`config.mk`:
```
export PLATFORM = sky130hd
export DESIGN_NAME = imm_extend_pipe
export DESIGN_NICKNAME = d
export VERILOG_FILES = /design/src/rtl/imm_extend_pipe.sv
export SDC_FILE = /design/constraint.sdc
export NUM_CORES = 1
export LEC_CHECK = 0
export BUFFER_PORTS_ARGS = -buffer_cell sky130_fd_sc_hd__buf_2
export CAP_MARGIN = 25
export CORE_UTILIZATION = 35
export DETAILED_ROUTE_END_ITERATION = 8
export MAX_ROUTING_LAYER = met4
export PLACE_DENSITY = 0.65
export SYNTH_ARGS = -nofsm -noshare
export SYNTH_HDL_FRONTEND = slang
export SYNTH_SLANG_ARGS = --single-unit
export TNS_END_PERCENT = 1
```
`constraint.sdc`:
```
create_clock -name clk -period 1.25 [get_ports clk]
set_input_delay 0.0625 -clock clk [delete_from_list [all_inputs] [get_ports clk]]
set_output_delay 0.0625 -clock clk [all_outputs]
set_load 0.005 [all_outputs]
```
`src/rtl/imm_extend_pipe.sv`:
```
// imm_extend_pipe: two-stage immediate extender with valid/ready handshake.
//
// Stage 1 captures the mode and the 24-bit instruction field; stage 2 forms
// the DATA_W-bit immediate and holds it on the output until it is consumed.
// A beat presented in the cycle after edge N is captured into S1 on edge N+1
// and is visible on the output after edge N+2.
//
// Modes: 00 data-processing immediate, 01 12-bit zero-extended offset,
//        10 sign-extended branch offset shifted left by BR_SHIFT,
//        11 illegal (extimm = 0, out_err = 1, beat still delivered).
//
// Build option: define ROTATE_EN to decode mode 00 as an 8-bit value rotated
// right by 2*instr[11:8]. Without it, mode 00 is a plain zero-extended
// instr[7:0], out_rot is constant 0 and no rotator is built.
//
// Handshake: on both sides a beat moves on a rising edge where valid and ready
// are both high. Ready never depends on the same side's valid; in_ready is a
// function of out_ready and the two stage valid bits only.

module imm_extend_pipe #(
  parameter int DATA_W   = 32,
  parameter int BR_SHIFT = 2
) (
  input  logic              clk,
  input  logic              reset_n,
  input  logic              in_valid,
  output logic              in_ready,
  input  logic [23:0]       instr,
  input  logic [1:0]        immsrc,
  output logic              out_valid,
  input  logic              out_ready,
  output logic [DATA_W-1:0] extimm,
  output logic              out_rot,
  output logic              out_err
);

  // Stage 1 contents
  logic        s1_valid;
  logic [1:0]  s1_immsrc;
  logic [23:0] s1_instr;

  // Stage ready terms; out_valid doubles as the stage 2 valid bit
  logic s1_ready;
  logic s2_ready;

  // Stage 2 next-state values
  logic [DATA_W-1:0] nxt_imm;
  logic              nxt_rot;
  logic              nxt_err;

  // Sign-extended branch offset before the shift
  logic [DATA_W-1:0] br_sext;

  assign s2_ready = !out_valid || out_ready;
  assign s1_ready = !s1_valid || s2_ready;
  assign in_ready = s1_ready;

  assign br_sext = {{(DATA_W-24){s1_instr[23]}}, s1_instr};

`ifdef ROTATE_EN
  localparam int RW = $clog2(DATA_W) + 1;

  // Rotation amount (2 * instr[11:8]) captured alongside the beat
  logic [4:0]        s1_rot;
  logic [DATA_W-1:0] imm8_ext;
  logic [DATA_W-1:0] rotated;
  logic [RW-1:0]     rot_comp;

  assign imm8_ext = {{(DATA_W-8){1'b0}}, s1_instr[7:0]};
  // A rotate of 0 makes rot_comp equal DATA_W, so the left part shifts out to 0
  assign rot_comp = RW'(DATA_W) - RW'(s1_rot);
  assign rotated  = (imm8_ext >> s1_rot) | (imm8_ext << rot_comp);

  // Capture the rotation amount whenever stage 1 loads a beat
  always_ff @(posedge clk or negedge reset_n) begin
    if (!reset_n) begin
      s1_rot <= '0;
    end else if (in_valid && s1_ready) begin
      s1_rot <= {instr[11:8], 1'b0};
    end
  end
`endif

  // Stage 1: load on accept, otherwise empty out when the beat moves to stage 2
  always_ff @(posedge clk or negedge reset_n) begin
    if (!reset_n) begin
      s1_valid  <= 1'b0;
      s1_immsrc <= 2'b00;
      s1_instr  <= '0;
    end else if (in_valid && s1_ready) begin
      s1_valid  <= 1'b1;
      s1_immsrc <= immsrc;
      s1_instr  <= instr;
    end else if (s2_ready) begin
      s1_valid  <= 1'b0;
    end
  end

  // Extension decode from stage 1 contents
  always_comb begin
    nxt_imm = '0;
    nxt_rot = 1'b0;
    nxt_err = 1'b0;
    case (s1_immsrc)
      2'b00: begin
`ifdef ROTATE_EN
        nxt_imm = rotated;
        nxt_rot = (s1_rot != 5'd0);
`else
        nxt_imm = {{(DATA_W-8){1'b0}}, s1_instr[7:0]};
`endif
      end
      2'b01: nxt_imm = {{(DATA_W-12){1'b0}}, s1_instr[11:0]};
      2'b10: nxt_imm = br_sext << BR_SHIFT;
      default: nxt_err = 1'b1;
    endcase
  end

  // Stage 2: load when stage 1 holds a beat and there is room; hold while stalled
  always_ff @(posedge clk or negedge reset_n) begin
    if (!reset_n) begin
      out_valid <= 1'b0;
      extimm    <= '0;
      out_rot   <= 1'b0;
      out_err   <= 1'b0;
    end else if (s1_valid && s2_ready) begin
      out_valid <= 1'b1;
      extimm    <= nxt_imm;
      out_rot   <= nxt_rot;
      out_err   <= nxt_err;
    end else if (out_ready) begin
      out_valid <= 1'b0;
    end
  end

endmodule

```
Word level (Yosys, flattened, before mapping)
Cells that the tools add are included.
W data, S select, Z words.

cells by class
  mux-type cells = 6
  equal/unequal tests = 2
  reduce and logical (&&, ||, !) cells = 10

operators with widths
  cell                  number
  $pmux W32 S3          1
  $mux W1               5
  $reduce_bool A2 Y1    2
  $reduce_or A3 Y1      1
  $eq A2 B1 Y1 const B  1
  $eq A2 B2 Y1 const B  1
  $logic_and A1 B1 Y1   2
  $logic_not A1 Y1      2
  $logic_not A2 Y1      1
  $logic_or A1 B1 Y1    2

word-level totals
  output and inout bits = 36
  word-level logic and storage cells = 24
  register bits = 61
  input bits = 30

Longest topological paths before layout
  word-level depth = 5
  depth in mapped cells = 6

Worst setup path before layout
No wires, ideal clock.

  path kind = register to register
  from = reg s1_valid
  to = reg s1_immsrc[0]
  stages on the path, launching flop included = 6
  arrival time = 1.173 ns
  library setup time = 0.125 ns
  path slack = -0.047 ns
  path through = dfrtp_1 > buf_4 > nand3b_2 > nand2_4 > buf_6 > mux2_2

between the ends
  longest elaborated chain between the ends = 3

ends and longest elaborated chain
  element                 line  RTL
  start, declared         38    logic s1_valid;
  start signal, assigned  87    s1_valid <= 1'b0;
  start signal, assigned  91    s1_valid <= 1'b1;
  start signal, assigned  95    s1_valid <= 1'b0;
  $logic_not A1 Y1        55    assign s1_ready = !s1_valid || s2_ready;
  $logic_or A1 B1 Y1      55
  via in_ready            27    output logic in_ready,
  $logic_and A1 B1 Y1     90    end else if (in_valid && s1_ready) begin
  end signal, assigned    92    s1_immsrc <= immsrc;
  end, declared           39    logic [1:0] s1_immsrc;

The timed path passes the listed nets, and every way through them passes these cells.
A chain may end at the register's enable or synchronous reset.

Worst setup path after layout
  from = reg s1_valid
  to = reg s1_instr[23]

between the ends
  longest elaborated chain between the ends = 3

ends and longest elaborated chain
  element               line  RTL
  $logic_not A1 Y1      55
  $logic_or A1 B1 Y1    55
  $logic_and A1 B1 Y1   90
  end signal, assigned  93    s1_instr <= instr;
  end, declared         40    logic [23:0] s1_instr;

Every way passes these cells.

==> results by group <==
Worst setup path
  • WP data required: 1.44 ns
  • FF-to-FF setup slack: 0.02 ns
  • Crit path from: s1_valid
  • Critical-path top delay cell: dfrtp_1
  • CP Cell Sequence: nand3b_4 > nand2_4 > buf_12 > mux2_2
  • RR Endpoint: s1_instr[23]
  • Levels on crit path: 4
  • Critical path buffers and inverters: 1
  • Arr. time, crit path: 1.42 ns
  • R2R depth: 4
  • Kind of end point of the critical path: flip-flop
  • Cell family with most CP delay: flip-flops
  • Startpoint types: flip-flop
  • Kind of critical path: flip-flop to flip-flop
  • CP peak stage delay: 0.43 ns
  • Largest fanout on the critical path: 15
  • R2r startpoint: s1_valid

STA
  • Final Cycle Share: 98.3%
  • Setup Viol. Count Final: 0
  • Fin worst setup slack: 0.0213 ns
  • Maximum clock rate: 814 MHz
  • Unrepaired setup endpoints after global routing: true
  • Final hold violations: 0
  • Slew Viols, Final: 0
  • Fin crit period: 1.23 ns
  • Setup TNS: 0 ns
  • Hold slack: 0.00855 ns
  • Clock skew: 0.00881 ns

Route
  • Post-DR vias/cell: 4.80
  • Met2 WL post-DR: 2340 um
  • Max layer used: met4
  • Initial DRC count: 100
  • DRT met1 WL: 2250 um
  • Routed WL per cell: 13.6 um
  • Final wirelength: 4950 um
  • Routed Antenna Nets: 0
  • DR WL met3: 275 um
  • DRT Pass-1 Iters: 6
  • Drc violations: 10
  • Routed vias: 1742

Placement
  • HPWL Detailed: 3430 um
  • Pre-CTS WS: 0.0257 ns
  • PortBufs: 64
  • Placed cell areas: 2770 sq um
  • Placed cell count: 330
  • RePlAce Congestion: 0.760

Hold path
  • Hold path depth: 2
  • Hold WC Path Type: input pin to flip-flop
  • Worst hold endpoint: s1_instr[16]
  • Hold Crit Start: instr[16]

Finish
  • Commonest cells after routing, fill and taps aside: 64 x buf_2, 55 x dfrtp_1, 26 x a21oi_1, 25 x dlygate4sd3_1, 24 x mux2_2
  • Synthesis-to-finish area growth: 32.7%
  • Fin area: 3130 sq um
  • Commonest non-fill, non-tap cell in the layout: buf_2
  • N_diodes: 0
  • Finished Layout Cells: 363
  • Fillers: 613
  • Layout cells sized above 1: 41.3%
  • Final Net Count: 315
  • Fin util: 48.7%

Floorplanning
  • Row count: 29
  • Core area: 6420 sq um
  • IO Pins: 66
  • Die Height: 84.1 um
  • Total die area: 7070 sq um
  • Die X: 84.1 um
  • Initial Utilization: 36.7%

Logic synthesis
  • Gate Count Post-Synth: 197
  • Syn Area/Cell: 12.0 sq um
  • Synth top area share: 58.4%
  • Synth Net Count: 227
  • Flops & latches, synth: 55
  • Post-synthesis sequential area ratio: 58.4%
  • Yosys cell types: 20
  • Synth Cell Area: 2360 sq um
  • Synth top area cells: dfrtp_1 58%, mux2_2 12%, a21oi_1 5.5%
  • Largest area contributor in the netlist: dfrtp_1
  • Synth warnings: 0

GRT
  • Largest net degree at the start of global routing: 56
  • First-pass GRT wire length: 8180 um
  • Gr ovfl total: 0
  • Number of global-route vias before repair: 1678
  • Antenna violations before repair: 0
  • Total GRT Usage: 15.2%

Power
  • Maximum vdd drop: 0.790 mV
  • Pleak: 1.46 nW
  • Final Power: 4.23 mW
  • Pwr dens: 1350 nW/um^2

Flow run
  • MaxCap Viol Count: 0

Clock tree
  • Clock sink total: 55
  • Max Buffers Root-to-Sink: 2
  • H-tree depth: 2
  • CTS tree: done
  • Clock Tree Root: clkbuf_8
  • Clock Latency Late Sink: 0.31 ns
  • Clock Pin Slew Worst Setup and Hold Paths: 0.09 ns
  • Num CTS Buffers: 5

Run status
  • Status: finished, violations left
  • Failing checks: design-rule violations
-- Yosys cell counts, drive strengths merged --
cell    number
and2         1
a22oi        4
nand2b       3
o21ai       15
conb         1
mux2        28
a21oi       26
inv         15
buf         17
dfrtp       55
nor2b       10
nand2        1
nand4       15
nand3b       1
clkbuf       5
-- repair_timing --
| item | CTS | global route |
|---|---|---|
| buffers inserted | 0 | 0 |
| hold buffers | 21 | 4 |
| endpoints found under the hold margin | 75 | 4 |
| resized for setup | 0 | 4 |
| endpoints found under the setup margin | 0 | 43 |
-- how the worst max path moves through the flow --
stage                   endpoint  slack [ns]
finish              s1_instr[23]        0.02
global route        s1_instr[16]       -0.04
CTS                 s1_instr[23]        0.01
detailed placement  s1_immsrc[0]        0.03
global placement    s1_instr[17]        0.06
floorplan           s1_immsrc[0]       -0.04
-- worst register-to-register path: stages, from the launching register on --
cell and delay (ns):
dfrtp_1 0.43, nand3b_4 0.11, nand2_4 0.09, buf_12 0.15, mux2_2 0.34
-- logic make-up (layout without fill, tap and decap cells) --
kind of cell,Yosys count,count (layout),share of synthesized area (%)
flops,55,55,58.4
buf+inv,37,126,9.18
simple gates,31,31,8.65
compound gates,45,45,9.97
other cells,1,1,0.159
mux,28,28,13.7
-- report_power, final --
| group | leakage [nW] | internal, mW | switching (mW) | total [mW] |
|---|---|---|---|---|
| combinational | 0.756 | 0.567 | 0.449 | 1.02 |
| clock | 0.0402 | 0.391 | 0.572 | 0.963 |
| sequential | 0.668 | 2.07 | 0.183 | 2.25 |
-- layout make-up --
| cell class | count | area [sq um] | share of cell area, % |
|---|---|---|---|
| flip-flops and latches | 55 | 1380 | 44.0 |
| multi-input cells | 105 | 786 | 25.1 |
| repair buffers | 103 | 726 | 23.2 |
| well taps | 77 | 96.3 | 3.08 |
| clock buffers | 5 | 68.8 | 2.20 |
| inverters | 15 | 56.3 | 1.80 |
| clock inverters | 3 | 20.0 | 0.640 |
-- registers in the layout, summed over array words and instances, names as in the netlist --
| register | count |
|---|---|
| s1_immsrc | 2 |
| out_err | 1 |
| s1_instr | 24 |
| s1_valid | 1 |
| out_valid | 1 |
| extimm | 26 |
-- per-layer routing --
metal,track usage [%],vias up
li1,-,844
met1,20.2,829
met2,23.5,63
met3,2.97,6
met4,5.02,0
met5,-,-
(Power assumes the default switching activity.)
